==> src/rtl/noc_flit_injector_if.sv <==
// Request, payload and FIFO-write bundle for the NoC flit injector.
// The injector itself sits on the slave side.
interface noc_flit_injector_if #(
   parameter int flit_width = 32,
   parameter int addr_width = 4,
   parameter int len_width  = 4
);
   logic                    req_valid;
   logic                    req_ready;
   logic [addr_width-1:0]   req_dest;
   logic [addr_width-1:0]   req_src;
   logic [len_width-1:0]    req_len;
   logic                    pay_valid;
   logic                    pay_ready;
   logic [flit_width-3:0]   pay_data;
   logic [flit_width-1:0]   flit_out;
   logic                    enq;
   logic                    full;
   logic                    busy;
   logic                    drop_err;
   logic [15:0]             pkt_count;

   modport master (
      output req_valid, req_dest, req_src, req_len,
      output pay_valid, pay_data, full,
      input  req_ready, pay_ready, flit_out, enq,
      input  busy, drop_err, pkt_count
   );

   modport slave (
      input  req_valid, req_dest, req_src, req_len,
      input  pay_valid, pay_data, full,
      output req_ready, pay_ready, flit_out, enq,
      output busy, drop_err, pkt_count
   );
endinterface

==> src/rtl/noc_flit_injector.sv <==
// Packet-to-flit injector: HEAD, BODY..., TAIL(xor checksum) into a
// NoC input FIFO through an enq/full write port.
module noc_flit_injector #(
   parameter int flit_width     = 32,
   parameter int addr_width     = 4,
   parameter int len_width      = 4,
   parameter bit allow_loopback = 1'b0
) (
   input logic          clock,
   input logic          reset,
   noc_flit_injector_if.slave bus
);
   localparam int pw = flit_width - 2;
   localparam int hw = 2 + 2 * addr_width + len_width;

   typedef enum logic [1:0] {
      IDLE,
      HEAD,
      BODY,
      TAIL
   } state_t;

   state_t                state;
   logic [addr_width-1:0] dest;
   logic [addr_width-1:0] src;
   logic [len_width-1:0]  len;
   logic [len_width-1:0]  cnt;
   logic [pw-1:0]         checksum;
   logic [15:0]           pkt_count;
   logic                  drop_err;
   logic [flit_width-1:0] head_flit;
   logic                  self_addr;

   assign self_addr     = (bus.req_dest == bus.req_src) && !allow_loopback;
   assign bus.busy      = (state != IDLE);
   assign bus.drop_err  = drop_err;
   assign bus.pkt_count = pkt_count;

   // Header: type, dest, src, len packed from the MSB, zero padded below
   always_comb begin
      head_flit = '0;
      head_flit[flit_width-1 -: hw] = {2'b01, dest, src, len};
   end

   // Flit mux and FIFO/payload handshakes, decoded from the current state
   always_comb begin
      bus.flit_out  = '0;
      bus.enq       = 1'b0;
      bus.pay_ready = 1'b0;
      bus.req_ready = 1'b0;
      unique case (state)
         IDLE: bus.req_ready = 1'b1;
         HEAD: begin
            bus.flit_out = head_flit;
            bus.enq      = !bus.full;
         end
         BODY: begin
            bus.flit_out  = {2'b00, bus.pay_data};
            bus.pay_ready = !bus.full;
            bus.enq       = bus.pay_valid && !bus.full;
         end
         TAIL: begin
            bus.flit_out = {2'b10, checksum};
            bus.enq      = !bus.full;
         end
         default: ;
      endcase
   end

   // Packet sequencer: latches the request, counts payload, folds checksum
   always_ff @(posedge clock or posedge reset) begin
      if (reset) begin
         state     <= IDLE;
         dest      <= '0;
         src       <= '0;
         len       <= '0;
         cnt       <= '0;
         checksum  <= '0;
         pkt_count <= '0;
         drop_err  <= 1'b0;
      end else begin
         drop_err <= 1'b0;
         unique case (state)
            IDLE: begin
               if (bus.req_valid) begin
                  if (self_addr) begin
                     drop_err <= 1'b1;
                  end else begin
                     dest     <= bus.req_dest;
                     src      <= bus.req_src;
                     len      <= bus.req_len;
                     cnt      <= bus.req_len;
                     checksum <= '0;
                     state    <= HEAD;
                  end
               end
            end
            HEAD: begin
               if (bus.enq) begin
                  state <= (len != '0) ? BODY : TAIL;
               end
            end
            BODY: begin
               if (bus.enq) begin
                  checksum <= checksum ^ bus.pay_data;
                  cnt      <= cnt - 1'b1;
                  if (cnt == len_width'(1)) begin
                     state <= TAIL;
                  end
               end
            end
            TAIL: begin
               if (bus.enq) begin
                  pkt_count <= pkt_count + 16'd1;
                  state     <= IDLE;
               end
            end
            default: state <= IDLE;
         endcase
      end
   end
endmodule

==> src/flat_wrapper.sv <==
// flat-port wrapper written by rule: the top's interface ports become plain ports
module noc_flit_injector_flat 
#(
   parameter int flit_width     = 32,
   parameter int addr_width     = 4,
   parameter int len_width      = 4,
   parameter bit allow_loopback = 1'b0
)
  (clock, reset, bus_req_valid, bus_req_dest, bus_req_src, bus_req_len, bus_pay_valid, bus_pay_data, bus_full, bus_req_ready, bus_pay_ready, bus_flit_out, bus_enq, bus_busy, bus_drop_err, bus_pkt_count);
  noc_flit_injector_if #(.flit_width(flit_width), .addr_width(addr_width), .len_width(len_width)) bus_i ();
  input logic clock;
  input logic reset;
  input wire logic [$bits(bus_i.req_valid)-1:0] bus_req_valid;
  input wire logic [$bits(bus_i.req_dest)-1:0] bus_req_dest;
  input wire logic [$bits(bus_i.req_src)-1:0] bus_req_src;
  input wire logic [$bits(bus_i.req_len)-1:0] bus_req_len;
  input wire logic [$bits(bus_i.pay_valid)-1:0] bus_pay_valid;
  input wire logic [$bits(bus_i.pay_data)-1:0] bus_pay_data;
  input wire logic [$bits(bus_i.full)-1:0] bus_full;
  output wire logic [$bits(bus_i.req_ready)-1:0] bus_req_ready;
  output wire logic [$bits(bus_i.pay_ready)-1:0] bus_pay_ready;
  output wire logic [$bits(bus_i.flit_out)-1:0] bus_flit_out;
  output wire logic [$bits(bus_i.enq)-1:0] bus_enq;
  output wire logic [$bits(bus_i.busy)-1:0] bus_busy;
  output wire logic [$bits(bus_i.drop_err)-1:0] bus_drop_err;
  output wire logic [$bits(bus_i.pkt_count)-1:0] bus_pkt_count;
  assign bus_i.req_valid = bus_req_valid;
  assign bus_i.req_dest = bus_req_dest;
  assign bus_i.req_src = bus_req_src;
  assign bus_i.req_len = bus_req_len;
  assign bus_i.pay_valid = bus_pay_valid;
  assign bus_i.pay_data = bus_pay_data;
  assign bus_i.full = bus_full;
  assign bus_req_ready = bus_i.req_ready;
  assign bus_pay_ready = bus_i.pay_ready;
  assign bus_flit_out = bus_i.flit_out;
  assign bus_enq = bus_i.enq;
  assign bus_busy = bus_i.busy;
  assign bus_drop_err = bus_i.drop_err;
  assign bus_pkt_count = bus_i.pkt_count;
  noc_flit_injector #(.flit_width(flit_width), .addr_width(addr_width), .len_width(len_width), .allow_loopback(allow_loopback)) u_core (.clock(clock), .reset(reset), .bus(bus_i));
endmodule
==> config.mk <==
export PLATFORM = sky130hd
export DESIGN_NAME = noc_flit_injector_flat
export DESIGN_NICKNAME = d
export VERILOG_FILES = /design/src/rtl/noc_flit_injector_if.sv /design/src/rtl/noc_flit_injector.sv /design/src/flat_wrapper.sv
export SDC_FILE = /design/constraint.sdc
export NUM_CORES = 1
export LEC_CHECK = 0
export CORE_UTILIZATION = 48
export CTS_BUF_LIST = sky130_fd_sc_hd__clkbuf_16
export DETAILED_ROUTE_END_ITERATION = 8
export GPL_ROUTABILITY_DRIVEN = 0
export PLACE_DENSITY = 0.8
export SETUP_SLACK_MARGIN = 0.4
export SYNTH_ARGS = -nofsm -noshare
export SYNTH_HDL_FRONTEND = slang
export SYNTH_SLANG_ARGS = --single-unit
==> constraint.sdc <==
create_clock -name clock -period 3.3 [get_ports clock]
set_clock_uncertainty 0.2 [all_clocks]
set_input_delay 0.66 -clock clock [delete_from_list [all_inputs] [get_ports clock]]
set_output_delay 0.66 -clock clock [all_outputs]
set_load 0.05 [all_outputs]
==> flow_metrics.env, run 1 <==
export IMPL_antenna_diode_count=0
export IMPL_reg2reg_depth=8
export IMPL_critical_path_arrival_ns=1.99
export IMPL_htree_levels=3
export IMPL_yosysWarnings=0
export IMPL_critPathKind="register to primary output"
export IMPL_synth_main_ff_cell="dfrtp_1"
export IMPL_yosysSeqAreaShare=0.464
export IMPL_via_per_inst=5.81
export IMPL_synth_nets=394
export IMPL_hold_end="u_core.bus.pkt_count[15]"
export IMPL_cts_buffers=9
export IMPL_io_buffers=99
export IMPL_syn_cell_area_um2=3510
export IMPL_cts_buffer_depth=2
export IMPL_die_y_um=87.5
export IMPL_dr_first_iter_drc_count=230
export IMPL_dp_hpwl_mm=6.40
export IMPL_worstSkewPairLatency_ns=0.32
export IMPL_worstHoldPathType="register to register"
export IMPL_p_leak_nw=2.26
export IMPL_synth_cell_types=40
export IMPL_grt_pass1_wl_mm=14.8
export IMPL_antenna_found_initial=0
export IMPL_clkTransAtPathRegs_ns=0.05
export IMPL_final_max_slew_violation_count=0
export IMPL_irDropWorstVdd_v=0.00106
export IMPL_synthCells=339
export IMPL_powerDensity_nw_per_um2=1120
export IMPL_finalSetupTns_ns=0
export IMPL_cap_violations=0
export IMPL_cts_root_buf="clkbuf_16"
export IMPL_path_max_fanout=31
export IMPL_synth_area_leader_cell="dfrtp_1"
export IMPL_cts_tree="yes"
export IMPL_fp_dieW_um=87.5
export IMPL_synth_edf_count=0
export IMPL_ys_ff_latch=65
export IMPL_maxSlewHeadroom=0.574
export IMPL_startpoint_type="register"
export IMPL_num_io_pins=100
export IMPL_regToRegStartpoint="u_core.state[1]"
export IMPL_status="finished clean"
export IMPL_yosysMostFrequentCell="dfrtp_1"
export IMPL_hold_start="u_core.bus.pkt_count[15]"
export IMPL_rsz0062_at_grt="false"
export IMPL_tightest_slew_ns=0.639
export IMPL_layout_min_cycle_time_ns=2.85
export IMPL_min_period_over_period=0.864
export IMPL_yosys_top_cells_count="dfrtp_1 (65), a22o_1 (28), nor2_1 (26)"
export IMPL_synth_area_leaders="dfrtp_1 (46%), a22o_1 (7.0%), xnor2_1 (4.7%)"
export IMPL_fmax_mhz=351
export IMPL_area_growth_pct=52.2
export IMPL_cts_sinks=65
export IMPL_grt_overflow=0
export IMPL_rrSetupSlack_ns=0.77
export IMPL_num_rows=30
export IMPL_grt_pass1_vias=3056
export IMPL_grt_max_degree=37
export IMPL_drive_above_1_share=0.239
export IMPL_dieArea_um2=7650
export IMPL_dp_cells=526
export IMPL_postCtsSetupRepairBufs=0
export IMPL_r2r_end="u_core.checksum[0]"
export IMPL_ys_async_sr_fraction=1.00
export IMPL_initial_core_util=0.508
export IMPL_drc_errors=0
export IMPL_vias=3157
export IMPL_finalHoldViolations=0
export IMPL_dr_pass1_iters=5
export IMPL_coreArea_um2=6910
export IMPL_gr_usage_all_layers=0.257
export IMPL_antenna_left=0
export IMPL_end_kind="primary output"
export IMPL_avgSynthCellArea_um2=10.3
export IMPL_wl_per_cell_um=17.2
export IMPL_cts_hold_buf=0
export IMPL_synth_top_area_frac=0.464
export IMPL_finalNonFillerCells=543
export IMPL_setup_viol=0
export IMPL_nets=497
export IMPL_wirelength_mm=9.32
export IMPL_required_ns=2.44
export IMPL_min_path_cells=1
kinds of logic (layout without fill, tap and decap cells):
logic type | Yosys count | count (layout) | share of synthesized area
flops | 65 | 65 | 0.464
fa+ha+maj | 8 | 8 | 0.0286
compound gates | 98 | 98 | 0.206
mux | 14 | 14 | 0.0535
buf+inv | 28 | 136 | 0.0346
simple gates | 97 | 97 | 0.141
xor+xnor | 29 | 29 | 0.0724
cell type report:
type,instances,area [µm²]
Multi-Input combinational cell,246,1840
Sequential cell,65,1630
Fill cell,479,1570
Timing Repair Buffer,113,1450
Clock buffer,9,225
Tap cell,96,120
Clock inverter,7,55.1
Inverter,7,26.3
critical path, cell delays in order, from the launching register on:
cell	delay, ns
dfrtp_2	0.45
inv_2	0.10
ha_2	0.20
buf_4	0.31
a222oi_1	0.16
nor2_1	0.26
buf_12	0.18
registers in the layout, indices dropped and copies added (netlist names):
| name | flops |
|---|---|
| u_core.checksum | 30 |
| u_core.bus.pkt_count | 16 |
| u_core.cnt | 4 |
| u_core.dest | 4 |
| u_core.len | 4 |
| u_core.src | 4 |
| u_core.state | 2 |
| u_core.bus.drop_err | 1 |
timing repair:
action / 4_1_cts / 5_1_grt
setup endpoints to repair: 20 / 28
pin swaps: 0 / 1
gates resized for setup: 3 / 10
cloned: 0 / 1
metrics by stage:
stage	hold slack (ns)	power (mW)	cell area (µm²)	utilization	worst slack (ns)
final	0.265	5.98	5340	0.773	0.448
after CTS	0.275	5.95	5300	0.768	0.394
after global routing	0.291	6.27	5340	0.773	0.401
after floorplan	0.249	3.55	3570	-	0.335
after global placement	0.256	4.94	5020	0.726	0.499
after detailed placement	0.265	5.01	5020	0.726	0.442
power by group:
group | switching (mW) | leakage [nW] | internal, mW
combinational | 2.07 | 1.29 | 1.68
clock | 0.317 | 0.150 | 0.570
sequential | 0.257 | 0.825 | 1.09
per-layer routing:
layer,track usage,routed length [µm]
met5,0,0
met4,0.115,164
met3,0.0483,500
met2,0.443,4750
met1,0.312,3900
worst max path at each step:
stage	to	depth (start not counted)	slack [ns]	start
6_report	bus_flit_out[19]	6	0.45	u_core.state[0]
5_1_grt	bus_flit_out[19]	6	0.40	u_core.state[0]
4_1_cts	bus_flit_out[15]	7	0.39	u_core.state[0]
3_5_place_dp	u_core.checksum[14]	6	0.44	bus_req_src[3]
3_3_place_gp	u_core.checksum[14]	6	0.50	bus_req_dest[3]
2_1_floorplan	bus_enq	5	0.33	u_core.state[1]
cell usage in the layout (no fill, tap or decap), types with 3 or more instances in the layout:
cell type        netlist  final
nor2_2                 0      9
nand3_1                3      3
xnor2_1               19     19
and3_1                 4      4
clkbuf_16              0      9
ha_1                   8      5
nand2_1               24     24
clkdlybuf4s50_1        0     66
a22o_1                28     18
inv_1                  7      8
dfrtp_1               65     64
nor2_1                26     16
nor3_1                 5      3
ha_2                   0      3
nand4_1                4      4
mux2_2                 6      6
o21ai_0                3      3
a21oi_1               24     24
a22o_2                 0      8
mux2_4                 8      8
a31oi_1               20     20
nand2b_1              22     22
buf_12                 0     33
buf_4                  0     10
xor2_1                10     10
a222oi_1              12     12
No activity file was read; power rests on OpenSTA's default activity.
==> run 2: changes to the inputs <==
Settings changed: ABC_CLOCK_PERIOD_IN_PS set to 3300, CELL_PAD_IN_SITES_DETAIL_PLACEMENT set to 0, CELL_PAD_IN_SITES_GLOBAL_PLACEMENT set to 2, CORE_MARGIN set to 3, CORE_UTILIZATION 48 to 29, PLACE_DENSITY 0.8 to not set, PLACE_DENSITY_LB_ADDON set to 0.1.
==> flow_metrics.env, run 2 (synthesized netlist as in run 1, its figures left out) <==
export IMPL_final_max_slew_violation_count=0
export IMPL_utilization=0.468
export IMPL_gr_usage_all_layers=0.152
export IMPL_dr_pass1_iters=6
export IMPL_wl_per_cell_um=17.2
export IMPL_htree_levels=3
export IMPL_die_y_um=116
export IMPL_mostFrequentLayoutCells="dfrtp_1 (65), clkdlybuf4s50_1 (64), buf_12 (37)"
export IMPL_maxSlewHeadroom=0.591
export IMPL_io_buffers=99
export IMPL_dp_hpwl_mm=6.93
export IMPL_finalSetupTns_ns=0
export IMPL_setup_viol=0
export IMPL_cts_tree="yes"
export IMPL_largest_reg_flops=30
export IMPL_antenna_left=0
export IMPL_drc_errors=0
export IMPL_p_leak_nw=2.28
export IMPL_fmax_mhz=343
export IMPL_cts_buffers=9
export IMPL_vias=3056
export IMPL_layout_min_cycle_time_ns=2.92
export IMPL_path_max_fanout=18
export IMPL_crit_path_cell_trace="inv_1 -> ha_2 -> nor2b_1 -> buf_4 -> a22o_2 -> buf_12"
export IMPL_cts_buffer_depth=2
export IMPL_worstHoldPathType="register to register"
export IMPL_wirelength_mm=10.2
export IMPL_min_period_over_period=0.884
export IMPL_via_per_inst=5.17
export IMPL_largestRegisters="u_core.checksum: 30 flops, u_core.bus.pkt_count: 16 flops"
export IMPL_irDropWorstVdd_v=0.000636
export IMPL_grt_overflow=0
export IMPL_antenna_diode_count=0
export IMPL_largest_register="u_core.checksum"
export IMPL_cts_sinks=65
export IMPL_fin_total_pwr_mw=6.00
export IMPL_grt_max_degree=66
export IMPL_final_common_cell="dfrtp_1"
export IMPL_nets=500
export IMPL_initial_core_util=0.302
export IMPL_cts_hold_buf=0
export IMPL_num_io_pins=100
export IMPL_rsz0062_at_grt="true"
export IMPL_tightest_slew_ns=0.612
export IMPL_drive_above_1_share=0.234
export IMPL_coreArea_um2=11600
export IMPL_cpMaxStageDelayCell="ha_2"
export IMPL_slowest_delay_ns=0.48
export IMPL_required_ns=2.44
export IMPL_critPathKind="register to primary output"
export IMPL_finalHoldViolations=0
export IMPL_cts_root_buf="clkbuf_16"
export IMPL_dieArea_um2=13400
export IMPL_status="finished clean"
export IMPL_antenna_found_initial=0
export IMPL_area_growth_pct=54.9
export IMPL_hold_slack_ns=0.274
export IMPL_end_kind="primary output"
export IMPL_cap_violations=0
export IMPL_critical_path_arrival_ns=2.06
export IMPL_powerDensity_nw_per_um2=1100
export IMPL_clkTransAtPathRegs_ns=0.05
export IMPL_design_area_um2=5430
export IMPL_startpoint_type="register"
export IMPL_grt_pass1_wl_mm=15.9
export IMPL_worstSkewPairLatency_ns=0.32
export IMPL_post_dp_cell_area_um2=5080
export IMPL_dr_first_iter_drc_count=211
export IMPL_grt_pass1_vias=2925
export IMPL_fp_dieW_um=116
export IMPL_num_rows=39
run 2: layout make-up:
type	count	area (µm²)
Multi-Input combinational cell	247	1850
Clock inverter	5	18.8
Inverter	7	26.3
Fill cell	1099	6180
Clock buffer	9	225
Sequential cell	65	1630
Timing Repair Buffer	115	1510
Tap cell	143	179
run 2: power by group:
group	internal [mW]	leakage, nW	switching [mW]
combinational	1.76	1.32	2.12
sequential	1.09	0.826	0.236
clock	0.485	0.130	0.312
run 2: path summary, 6_finish.rpt:
check / endpoint / slack [ns] / startpoint / depth (start not counted)
setup / recovery: bus_flit_out[12] / 0.38 / u_core.state[1] / 6
hold / removal: u_core.checksum[1] / 0.27 / u_core.checksum[1] / 1
setup reg to reg: u_core.bus.pkt_count[14] / 0.61 / u_core.state[1] / 8
hold reg to reg: u_core.checksum[1] / 0.27 / u_core.checksum[1] / 1
max in group asynchronous: u_core.checksum[8] / 2.07 / reset / 3
min in group asynchronous: u_core.bus.pkt_count[11] / 0.53 / reset / 3
run 2: layer usage:
layer  routed length, µm  track usage
met1                4860        0.218
met2                4580        0.226
met3                 639       0.0376
met4                  76       0.0464
met5                   0            0
run 2: stage by stage:
step | worst slack [ns] | std cells
after floorplan | 0.335 | 339
after global placement | 0.367 | 572
after detailed placement | 0.252 | 572
after CTS | 0.294 | 587
after global routing | 0.270 | 591
final | 0.384 | 591
run 2: what timing repair did:
item,4_1_cts,5_1_grt
hold endpoints to repair,0,0
gates resized for setup,5,8
setup endpoints to repair,38,51
pin swaps,0,9
gates cloned,0,1
buffers inserted,1,3
run 2: critical path: cells and delay by family (launching register included):
family | cells | cell delay [ns]
flops | 1 | 0.42
compound gates | 1 | 0.25
simple gates | 1 | 0.09
fa+ha+maj | 1 | 0.48
buf+inv | 3 | 0.48
==> run 3: changes to the inputs <==
Settings changed: PLACE_DENSITY set to 0.84, PLACE_DENSITY_LB_ADDON 0.1 to not set, SLEW_MARGIN set to 20.
==> flow_metrics.env, run 3 (synthesized netlist as in run 1, its figures left out) <==
export IMPL_mostFrequentLayoutCells="clkdlybuf4s50_1 (65), dfrtp_1 (63), buf_12 (34)"
export IMPL_worstSkewPairLatency_ns=0.32
export IMPL_tightest_slew_ns=0.651
export IMPL_die_y_um=116
export IMPL_clkTransAtPathRegs_ns=0.05
export IMPL_status="finished clean"
export IMPL_worstHoldPathType="register to register"
export IMPL_drc_errors=0
export IMPL_antenna_diode_count=0
export IMPL_layout_min_cycle_time_ns=2.80
export IMPL_critical_path_arrival_ns=1.94
export IMPL_grt_pass1_wl_mm=16.6
export IMPL_cts_root_buf="clkbuf_16"
export IMPL_path_max_fanout=13
export IMPL_largest_register="u_core.checksum"
export IMPL_gr_usage_all_layers=0.159
export IMPL_irDropWorstVdd_v=0.000721
export IMPL_drive_above_1_share=0.257
export IMPL_fp_dieW_um=116
export IMPL_num_io_pins=100
export IMPL_post_place_ws_ns=0.287
export IMPL_nets=503
export IMPL_end_kind="primary output"
export IMPL_min_period_over_period=0.848
export IMPL_antenna_left=0
export IMPL_cap_violations=0
export IMPL_io_buffers=99
export IMPL_antenna_found_initial=1
export IMPL_grt_pass1_vias=3058
export IMPL_final_max_slew_violation_count=0
export IMPL_vias=3071
export IMPL_dr_pass1_iters=7
export IMPL_setup_ws_ns=0.502
export IMPL_fmax_mhz=357
export IMPL_finalNonFillerCells=595
export IMPL_htree_levels=3
export IMPL_via_per_inst=5.16
export IMPL_powerDensity_nw_per_um2=1110
export IMPL_dieArea_um2=13400
export IMPL_coreArea_um2=11600
export IMPL_dr_first_iter_drc_count=276
export IMPL_crit_path_cell_trace="inv_1 -> ha_4 -> buf_6 -> nor2b_4 -> buf_4 -> a22o_2 -> buf_12"
export IMPL_cts_sinks=65
export IMPL_initial_core_util=0.302
export IMPL_cts_buffer_depth=2
export IMPL_grt_overflow=0
export IMPL_critPathKind="register to primary output"
export IMPL_dp_hpwl_mm=7.02
export IMPL_n_fill_cell=1078
export IMPL_finalSetupTns_ns=0
export IMPL_startpoint_type="register"
export IMPL_cts_hold_buf=0
export IMPL_largest_reg_flops=30
export IMPL_path_buf_inv=4
export IMPL_cpMaxStageDelayCell="dfrtp_2"
export IMPL_num_rows=39
export IMPL_wirelength_mm=10.3
export IMPL_cts_tree="yes"
export IMPL_cts_buffers=9
export IMPL_grt_max_degree=51
export IMPL_p_leak_nw=2.27
export IMPL_rsz0062_at_grt="false"
export IMPL_setup_viol=0
export IMPL_largestRegisters="u_core.checksum: 30 flops, u_core.bus.pkt_count: 16 flops"
export IMPL_maxSlewHeadroom=0.560
export IMPL_finalHoldViolations=0
export IMPL_required_ns=2.44
export IMPL_wl_per_cell_um=17.3
export IMPL_slowest_delay_ns=0.44
export IMPL_final_common_cell="clkdlybuf4s50_1"
export IMPL_cp_top_family="buffers and inverters"
export IMPL_area_growth_pct=55.8
export IMPL_hold_slack_ns=0.268
export IMPL_dp_cells=570
run 3: routing by layer:
layer	routed length [µm]	GRT usage	share of wire	up-vias
li1	-	-	-	1472
met1	4880	0.227	0.47	1487
met2	4630	0.234	0.45	104
met3	756	0.0527	0.073	6
met4	40	0.0348	0.0039	2
met5	13	0	0.0013	-
run 3: path summary, 6_finish.rpt:
kind	start	end	slack (ns)	cells after the start
min	u_core.bus.pkt_count[15]	u_core.bus.pkt_count[15]	0.27	1
max in group asynchronous	reset	u_core.checksum[15]	1.62	3
min in group asynchronous	reset	u_core.bus.pkt_count[0]	0.55	2
max reg2reg	u_core.state[0]	u_core.checksum[21]	0.81	8
min reg2reg	u_core.bus.pkt_count[15]	u_core.bus.pkt_count[15]	0.27	1
max	u_core.state[1]	bus_flit_out[12]	0.50	7
run 3: metrics by stage:
step	instance area (µm²)	power, mW	utilization
after detailed placement	5040	5.01	0.434
after global routing	5460	6.42	0.470
after CTS	5360	5.97	0.461
after floorplan	3570	3.55	-
final	5460	6.06	0.470
after global placement	5040	4.97	0.434
run 3: repair_timing:
item | 4_1_cts | 5_1_grt
endpoints found under the setup margin | 34 | 33
setup buffers | 4 | 4
pin swaps | 1 | 5
gates cloned | 1 | 1
resized for setup | 6 | 19
run 3: power breakdown:
part	internal (mW)	switching (mW)
clock	0.491	0.330
combinational	1.77	2.14
sequential	1.09	0.245
run 3: layout make-up:
class | instances | area (µm²) | share of cell area
clock buffers | 9 | 225 | 0.0412
clock inverters | 6 | 27.5 | 0.00504
inverters | 7 | 32.5 | 0.00596
multi-input cells | 247 | 1880 | 0.344
flip-flops and latches | 65 | 1630 | 0.298
well taps | 143 | 179 | 0.0328
repair buffers | 118 | 1490 | 0.273
==> patch 1 (settings of run 2) <==
The 4 states of `state_t` get a Gray code encoding in 2 bits.
--- a/src/rtl/noc_flit_injector.sv
+++ b/src/rtl/noc_flit_injector.sv
@@ -14,10 +14,10 @@
    localparam int hw = 2 + 2 * addr_width + len_width;
 
    typedef enum logic [1:0] {
-      IDLE,
-      HEAD,
-      BODY,
-      TAIL
+      IDLE = 2'b00,
+      HEAD = 2'b01,
+      BODY = 2'b11,
+      TAIL = 2'b10
    } state_t;
 
    state_t                state;
Function: no difference found for any inputs over 10 cycles, from zero or initial values and one cycle with reset high; not proved beyond that.
==> patch 1 against run 2 <==
  * Area after synthesis increased by 4.2%
  * Sequential cell count is the same
  * Worst setup slack gained 0.098 ns
  * Non-clock buffer count up 6
  * Wire length grew 13%
  * Utilization shrank 1.2 points
  * Power is 15% lower
  * Synthesized cell count grew 19%
  * Critical path depth unchanged
  * Cell area increased by 2.1%
  * Critical endpoint is now bus_flit_out[29]
  * Largest cell class unchanged
==> patch 1: results (changes against run 2) <==
[sta]
max-slew-margin-rel_pct=57.8  ; was 59.1%

[worst_setup_path]
slowest_delay_ns=0.38  ; was 0.48 ns
slowest_stage=sky130_fd_sc_hd__dfrtp_1  ; was sky130_fd_sc_hd__ha_2
cp.arrival_ns=1.96  ; was 2.06 ns
critical_path.max_fanout=16  ; was 18

[drt]
drt_iter0_drc=242  ; was 211
detail_route.first_pass.iterations=5  ; was 6
top_signal_layer_used=met4  ; unchanged
detailroute.wirelength.met3_um=620  ; was 639 um
met2_length_um=5350  ; was 4580 um
num_vias=3432  ; was 3056
routedLengthMet1_um=5390  ; was 4860 um
postRouteWirelength_um=11500  ; was 10200 um

[clock_tree]
worst_setup_hold_path_clk_slew_ns=0.05  ; about the same
clock_latency_on_the_worst_skew_pair_ns=0.32  ; about the same
cts-buffers-inserted=9  ; unchanged
h-tree-depth=3  ; unchanged
clk_root_buffer_cell=sky130_fd_sc_hd__clkbuf_16  ; unchanged
deepest_clock_path_buffer_count=2  ; unchanged

[global_route]
antenna_found_initial=0  ; unchanged
groute.usage.overall_pct=16.7  ; was 15.2%
grt_max_degree=40  ; was 66
via_count_of_the_first_global_routing_pass=3451  ; was 2925
grt_use_met1_pct=23.2  ; was 21.8%
grt_util_met3_pct=3.78  ; was 3.76%
grt_pass1_wl_um=18800  ; was 15900 um
grtUsageMet2_pct=26.0  ; was 22.6%

[synth]
postSynthCellCount=405  ; was 339
yosys-top-cells-count=65 x sky130_fd_sc_hd__dfrtp_1, 44 x sky130_fd_sc_hd__nand2_1, 36 x sky130_fd_sc_hd__nand3_1, 35 x sky130_fd_sc_hd__nor2_1, 31 x sky130_fd_sc_hd__a21oi_1  ; was 65 x sky130_fd_sc_hd__dfrtp_1, 28 x sky130_fd_sc_hd__a22o_1, 26 x sky130_fd_sc_hd__nor2_1, 24 x sky130_fd_sc_hd__a21oi_1, 24 x sky130_fd_sc_hd__nand2_1
synth-async-reset-ratio_pct=100  ; unchanged
netlist_top_cells_area=sky130_fd_sc_hd__dfrtp_1 45%, sky130_fd_sc_hd__a31oi_1 5.1%, sky130_fd_sc_hd__nand3_1 4.9%  ; was sky130_fd_sc_hd__dfrtp_1 46%, sky130_fd_sc_hd__a22o_1 7.0%, sky130_fd_sc_hd__xnor2_1 4.7%
portion_of_the_post_synthesis_area_used_by_sequential_elements_pct=44.5  ; was 46.4%
synth_fp_nets=461  ; was 394
synth_cell_types=41  ; was 40
synthesis.yosys.warnings=0  ; unchanged

[layout]
top_regs=u_core.checksum x30, u_core.bus.pkt_count x16  ; unchanged
finalNetCount=559  ; was 500
layout.cells.non_filler=676  ; was 591
n_antenna_cell=0  ; unchanged
drive_above_1_share_pct=17.1  ; was 23.4%

[power]
power.ir.vdd_worst_mv=0.411  ; was 0.636 mV
power_leakage_nw=2.31  ; was 2.28 nW

[status]
status=complete, no violations  ; unchanged

[min_path]
worst_hold_path_type=flop to flop  ; unchanged

[placement]
dp_hpwl_um=7660  ; was 6930 um
portbufs=99  ; unchanged
dpl.cell_count=656  ; was 572

patch 1: cell types whose count changed after synthesis, sizes merged, moves of 7 or more:
cell	before	now
xnor2	19	7
a31oi	20	30
clkbuf	17	24
nand2	24	44
a21oi	24	31
nor2	27	35
a22oi	1	19
nand3	3	36
a22o	28	1
nand2b	22	2
patch 1: logic make-up after synthesis:
kind of cell / after synthesis / share of synthesized area [%]
buffers and inverters: 46 / 5.07
muxes: 12 / 3.63
adders and majority gates: 9 / 3.08
and+or+nand+nor: 144 / 18.4
xor gates and xnor gates: 20 / 4.79
AOI/OAI and AO/OA: 109 / 20.5
DFF: 65 / 44.5
patch 1: critical path: cells and delay by family (launching register included):
family	cells	cell delay, ns
AND/OR/NAND/NOR	1	0.16
AO/OA/AOI/OAI	1	0.37
buffers and inverters	3	0.49
adder cells (fa/ha/maj)	1	0.22
flip-flops	1	0.38
patch 1: what timing repair did:
action,CTS,global route
endpoints found under the setup margin,27,25
pin swaps,0,2
setup buffers,2,2
resized for setup,7,6
patch 1: final timing paths:
| check | depth (start not counted) | slack, ns | start | end |
|---|---|---|---|---|
| min in group asynchronous | 2 | 0.54 | reset | u_core.checksum[7]$_DFFE_PP0P_ |
| min | 1 | 0.27 | u_core.bus.pkt_count[15]$_DFFE_PP0P_ | u_core.bus.pkt_count[15]$_DFFE_PP0P_ |
| max | 6 | 0.48 | u_core.state[0]$_DFFE_PP0P_ | bus_flit_out[29] |
| min reg2reg | 1 | 0.27 | u_core.bus.pkt_count[15]$_DFFE_PP0P_ | u_core.bus.pkt_count[15]$_DFFE_PP0P_ |
| max in group asynchronous | 3 | 1.72 | reset | u_core.bus.pkt_count[9]$_DFFE_PP0P_ |
| max reg2reg | 9 | 0.83 | u_core.state[1]$_DFFE_PP0P_ | u_core.checksum[5]$_DFFE_PP0P_ |
patch 1: metrics by stage:
stage	setup WS [ns]	area [um2]	hold WS (ns)
after global routing	0.389	5540	0.293
after global placement	0.541	5180	0.258
after CTS	0.399	5500	0.272
final	0.482	5540	0.272
after floorplan	0.458	3650	0.249
after detailed placement	0.493	5180	0.263
patch 1: cell type report:
type / count / area (um2)
clock buffers: 9 / 225
inverters: 12 / 45.0
fillers: 1159 / 6620
clock inverters: 7 / 55.1
multi-input cells: 294 / 1870
repair buffers: 121 / 1510
well taps: 168 / 210
flip-flops and latches: 65 / 1630
patch 1: where the power goes:
part / internal (mW) / total [mW] / switching (mW) / leakage, nW
registers: 1.09 / 1.33 / 0.240 / 0.817
clock network: 0.571 / 0.906 / 0.336 / 0.150
logic: 1.22 / 2.84 / 1.62 / 1.34
total: 2.88 / 5.08 / 2.20 / 2.31
==> patch 2 (settings of run 2) <==
Made on the original files. `allow_loopback` is set to 1'b0 in 2 places; all go to 1'b1.
--- a/src/rtl/noc_flit_injector.sv
+++ b/src/rtl/noc_flit_injector.sv
@@ -4,7 +4,7 @@
    parameter int flit_width     = 32,
    parameter int addr_width     = 4,
    parameter int len_width      = 4,
-   parameter bit allow_loopback = 1'b0
+   parameter bit allow_loopback = 1'b1
 ) (
    input logic          clock,
    input logic          reset,
--- a/src/flat_wrapper.sv
+++ b/src/flat_wrapper.sv
@@ -4,7 +4,7 @@
    parameter int flit_width     = 32,
    parameter int addr_width     = 4,
    parameter int len_width      = 4,
-   parameter bit allow_loopback = 1'b0
+   parameter bit allow_loopback = 1'b1
 )
   (clock, reset, bus_req_valid, bus_req_dest, bus_req_src, bus_req_len, bus_pay_valid, bus_pay_data, bus_full, bus_req_ready, bus_pay_ready, bus_flit_out, bus_enq, bus_busy, bus_drop_err, bus_pkt_count);
   noc_flit_injector_if #(.flit_width(flit_width), .addr_width(addr_width), .len_width(len_width)) bus_i ();
Formal check against the unedited RTL: not equivalent (Yosys sat finds a counterexample within 4 cycles, from zero or initial values and one cycle with reset high).
==> patch 2 against run 2 <==
  * Sequential cell count down 1
  * Cell area grew 4.4%
  * Area after synthesis rose by 6.7%
  * Die area grew 6.4%
  * Wire length increased by 14%
  * Power grew 11%
  * Final cell count rose by 11%
  * Clock power rose by 24%
  * Worst setup slack improved by 0.10 ns
  * Via count rose by 15%
  * Hold slack lost 0.0038 ns
  * Largest cell class unchanged
==> patch 2: results (changes against run 2) <==
[drt]
postRouteWirelength_um=11600  ; was 10200 um
detail_route.first_pass.iterations=6  ; unchanged
viasPerCell=5.35  ; was 5.17
drt_iter0_drc=188  ; was 211

[global_route]
grt_max_degree=65  ; was 66
groute.usage.overall_pct=16.7  ; was 15.2%
antenna_found_initial=0  ; unchanged
via_count_of_the_first_global_routing_pass=3576  ; was 2925
grt_pass1_wl_um=19100  ; was 15900 um

[power]
fin_total_pwr_mw=6.66  ; was 6.00 mW
power.ir.vdd_worst_mv=0.466  ; was 0.636 mV
switching_power_mw=3.03  ; was 2.66 mW
power_leakage_nw=2.56  ; was 2.28 nW
seqPwrFrac_pct=20.4  ; was 22.1%
comb_cell_power_mw=4.31  ; was 3.88 mW

[synth]
portion_of_the_post_synthesis_area_used_by_sequential_elements_pct=42.8  ; was 46.4%
synthesis.yosys.warnings=0  ; unchanged
synth_fp_nets=447  ; was 394
synth_cell_types=44  ; was 40
ys.flop_type=sky130_fd_sc_hd__dfrtp_1  ; unchanged
netlist_top_cells_area=sky130_fd_sc_hd__dfrtp_1 43%, sky130_fd_sc_hd__a41o_1 8.3%, sky130_fd_sc_hd__nor2_1 6.2%  ; was sky130_fd_sc_hd__dfrtp_1 46%, sky130_fd_sc_hd__a22o_1 7.0%, sky130_fd_sc_hd__xnor2_1 4.7%
synth-async-reset-ratio_pct=100  ; unchanged
yosys-top-cells-count=64 x sky130_fd_sc_hd__dfrtp_1, 62 x sky130_fd_sc_hd__nor2_1, 41 x sky130_fd_sc_hd__nand2_1, 32 x sky130_fd_sc_hd__a31oi_1, 31 x sky130_fd_sc_hd__a41o_1  ; was 65 x sky130_fd_sc_hd__dfrtp_1, 28 x sky130_fd_sc_hd__a22o_1, 26 x sky130_fd_sc_hd__nor2_1, 24 x sky130_fd_sc_hd__a21oi_1, 24 x sky130_fd_sc_hd__nand2_1

[layout]
finalNetCount=538  ; was 500
drive_above_1_share_pct=22.3  ; was 23.4%
top_regs=u_core.checksum x30, u_core.bus.pkt_count x16  ; unchanged
n_fill_cell=1214  ; was 1099
n_antenna_cell=0  ; unchanged

[clock_tree]
clock_latency_on_the_worst_skew_pair_ns=0.33
cts-buffers-inserted=9  ; unchanged
clk_root_buffer_cell=sky130_fd_sc_hd__clkbuf_16  ; unchanged
worst_setup_hold_path_clk_slew_ns=0.06
deepest_clock_path_buffer_count=2  ; unchanged
h-tree-depth=3  ; unchanged

[status]
status=complete, no violations  ; unchanged

[min_path]
worst_hold_path_type=flop to flop  ; unchanged
min_delay_path_depth=1  ; unchanged

[worst_setup_path]
cp.arrival_ns=1.95  ; was 2.06 ns
ff2ff_path_depth=7  ; was 8
critical_path.max_fanout=22  ; was 18

[sta]
max-slew-margin-rel_pct=58.7  ; was 59.1%

[placement]
portbufs=98  ; was 99
dp_hpwl_um=7470  ; was 6930 um

## patch 2: changes by cell type after synthesis, moves of 17 or more
cell                       delta
sky130_fd_sc_hd__a21oi_1     -21
sky130_fd_sc_hd__a22o_1      -28
sky130_fd_sc_hd__a22oi_1     +19
sky130_fd_sc_hd__a41o_1      +31
sky130_fd_sc_hd__buf_2       +21
sky130_fd_sc_hd__nand2_1     +17
sky130_fd_sc_hd__nand2b_1    -19
sky130_fd_sc_hd__nor2_1      +36
## patch 2: cells by family (layout without fill, tap and decap cells)
group	after synthesis	count (layout)	synth area share, %
other cells	1	1	0.100
simple gates	136	136	17.4
buf+inv	45	141	5.85
mux	15	15	4.48
compound gates	108	108	23.2
xor+xnor	15	15	3.51
flops	64	64	42.8
fa+ha+maj	8	8	2.67
## patch 2: worst paths after layout
check | endpoint | from | slack (ns)
min reg2reg | u_core.bus.pkt_count[15]$_DFFE_PP0P_ | u_core.bus.pkt_count[15]$_DFFE_PP0P_ | 0.27
min in group asynchronous | u_core.checksum[14]$_DFFE_PP0P_ | reset | 0.53
max in group asynchronous | u_core.state[1]$_DFFE_PP0P_ | reset | 2.05
min | u_core.bus.pkt_count[15]$_DFFE_PP0P_ | u_core.bus.pkt_count[15]$_DFFE_PP0P_ | 0.27
max | bus_flit_out[7] | u_core.state[0]$_DFFE_PP0P_ | 0.49
max reg2reg | u_core.checksum[11]$_DFFE_PP0P_ | u_core.state[0]$_DFFE_PP0P_ | 0.79
## patch 2: per-layer routing
layer / part of all wire [%] / vias up / GRT usage (%)
met4: 0.88 / 0 / 3.79
met5: 0 / - / 0
met1: 43 / 1750 / 21.2
met3: 5.9 / 9 / 4.57
li1: - / 1649 / -
met2: 50 / 99 / 28.3
## patch 2: what timing repair did
action,4_1_cts,5_1_grt
setup endpoints to repair,28,7
pin swaps,2,1
buffers inserted,3,1
gates resized for setup,6,4
gates cloned,0,0
## patch 2: stage by stage
step | worst slack [ns] | instance area [um2] | instances | utilization [%]
floorplan | 0.305 | 3790 | 392 | -
detailed placement | 0.598 | 5270 | 636 | 42.8
global route | 0.384 | 5670 | 656 | 46.0
finish | 0.488 | 5670 | 656 | 46.0
CTS | 0.426 | 5650 | 655 | 45.9
global placement | 0.595 | 5270 | 636 | 42.8
## patch 2: area by class of cell
class,instances,share of cell area [%]
timing repair buffer,117,26.3
clock inverter,7,1.39
tap,168,3.71
inverter,8,0.530
multi-input combinational,283,35.8
sequential,64,28.3
clock buffer,9,3.97
## patch 2: worst max-delay path, stage by stage (launching register included)
cell	delay (ns)
sky130_fd_sc_hd__dfrtp_2	0.44
sky130_fd_sc_hd__ha_4	0.29
sky130_fd_sc_hd__buf_4	0.36
sky130_fd_sc_hd__a22oi_1	0.11
sky130_fd_sc_hd__nor2_1	0.23
sky130_fd_sc_hd__buf_12	0.17
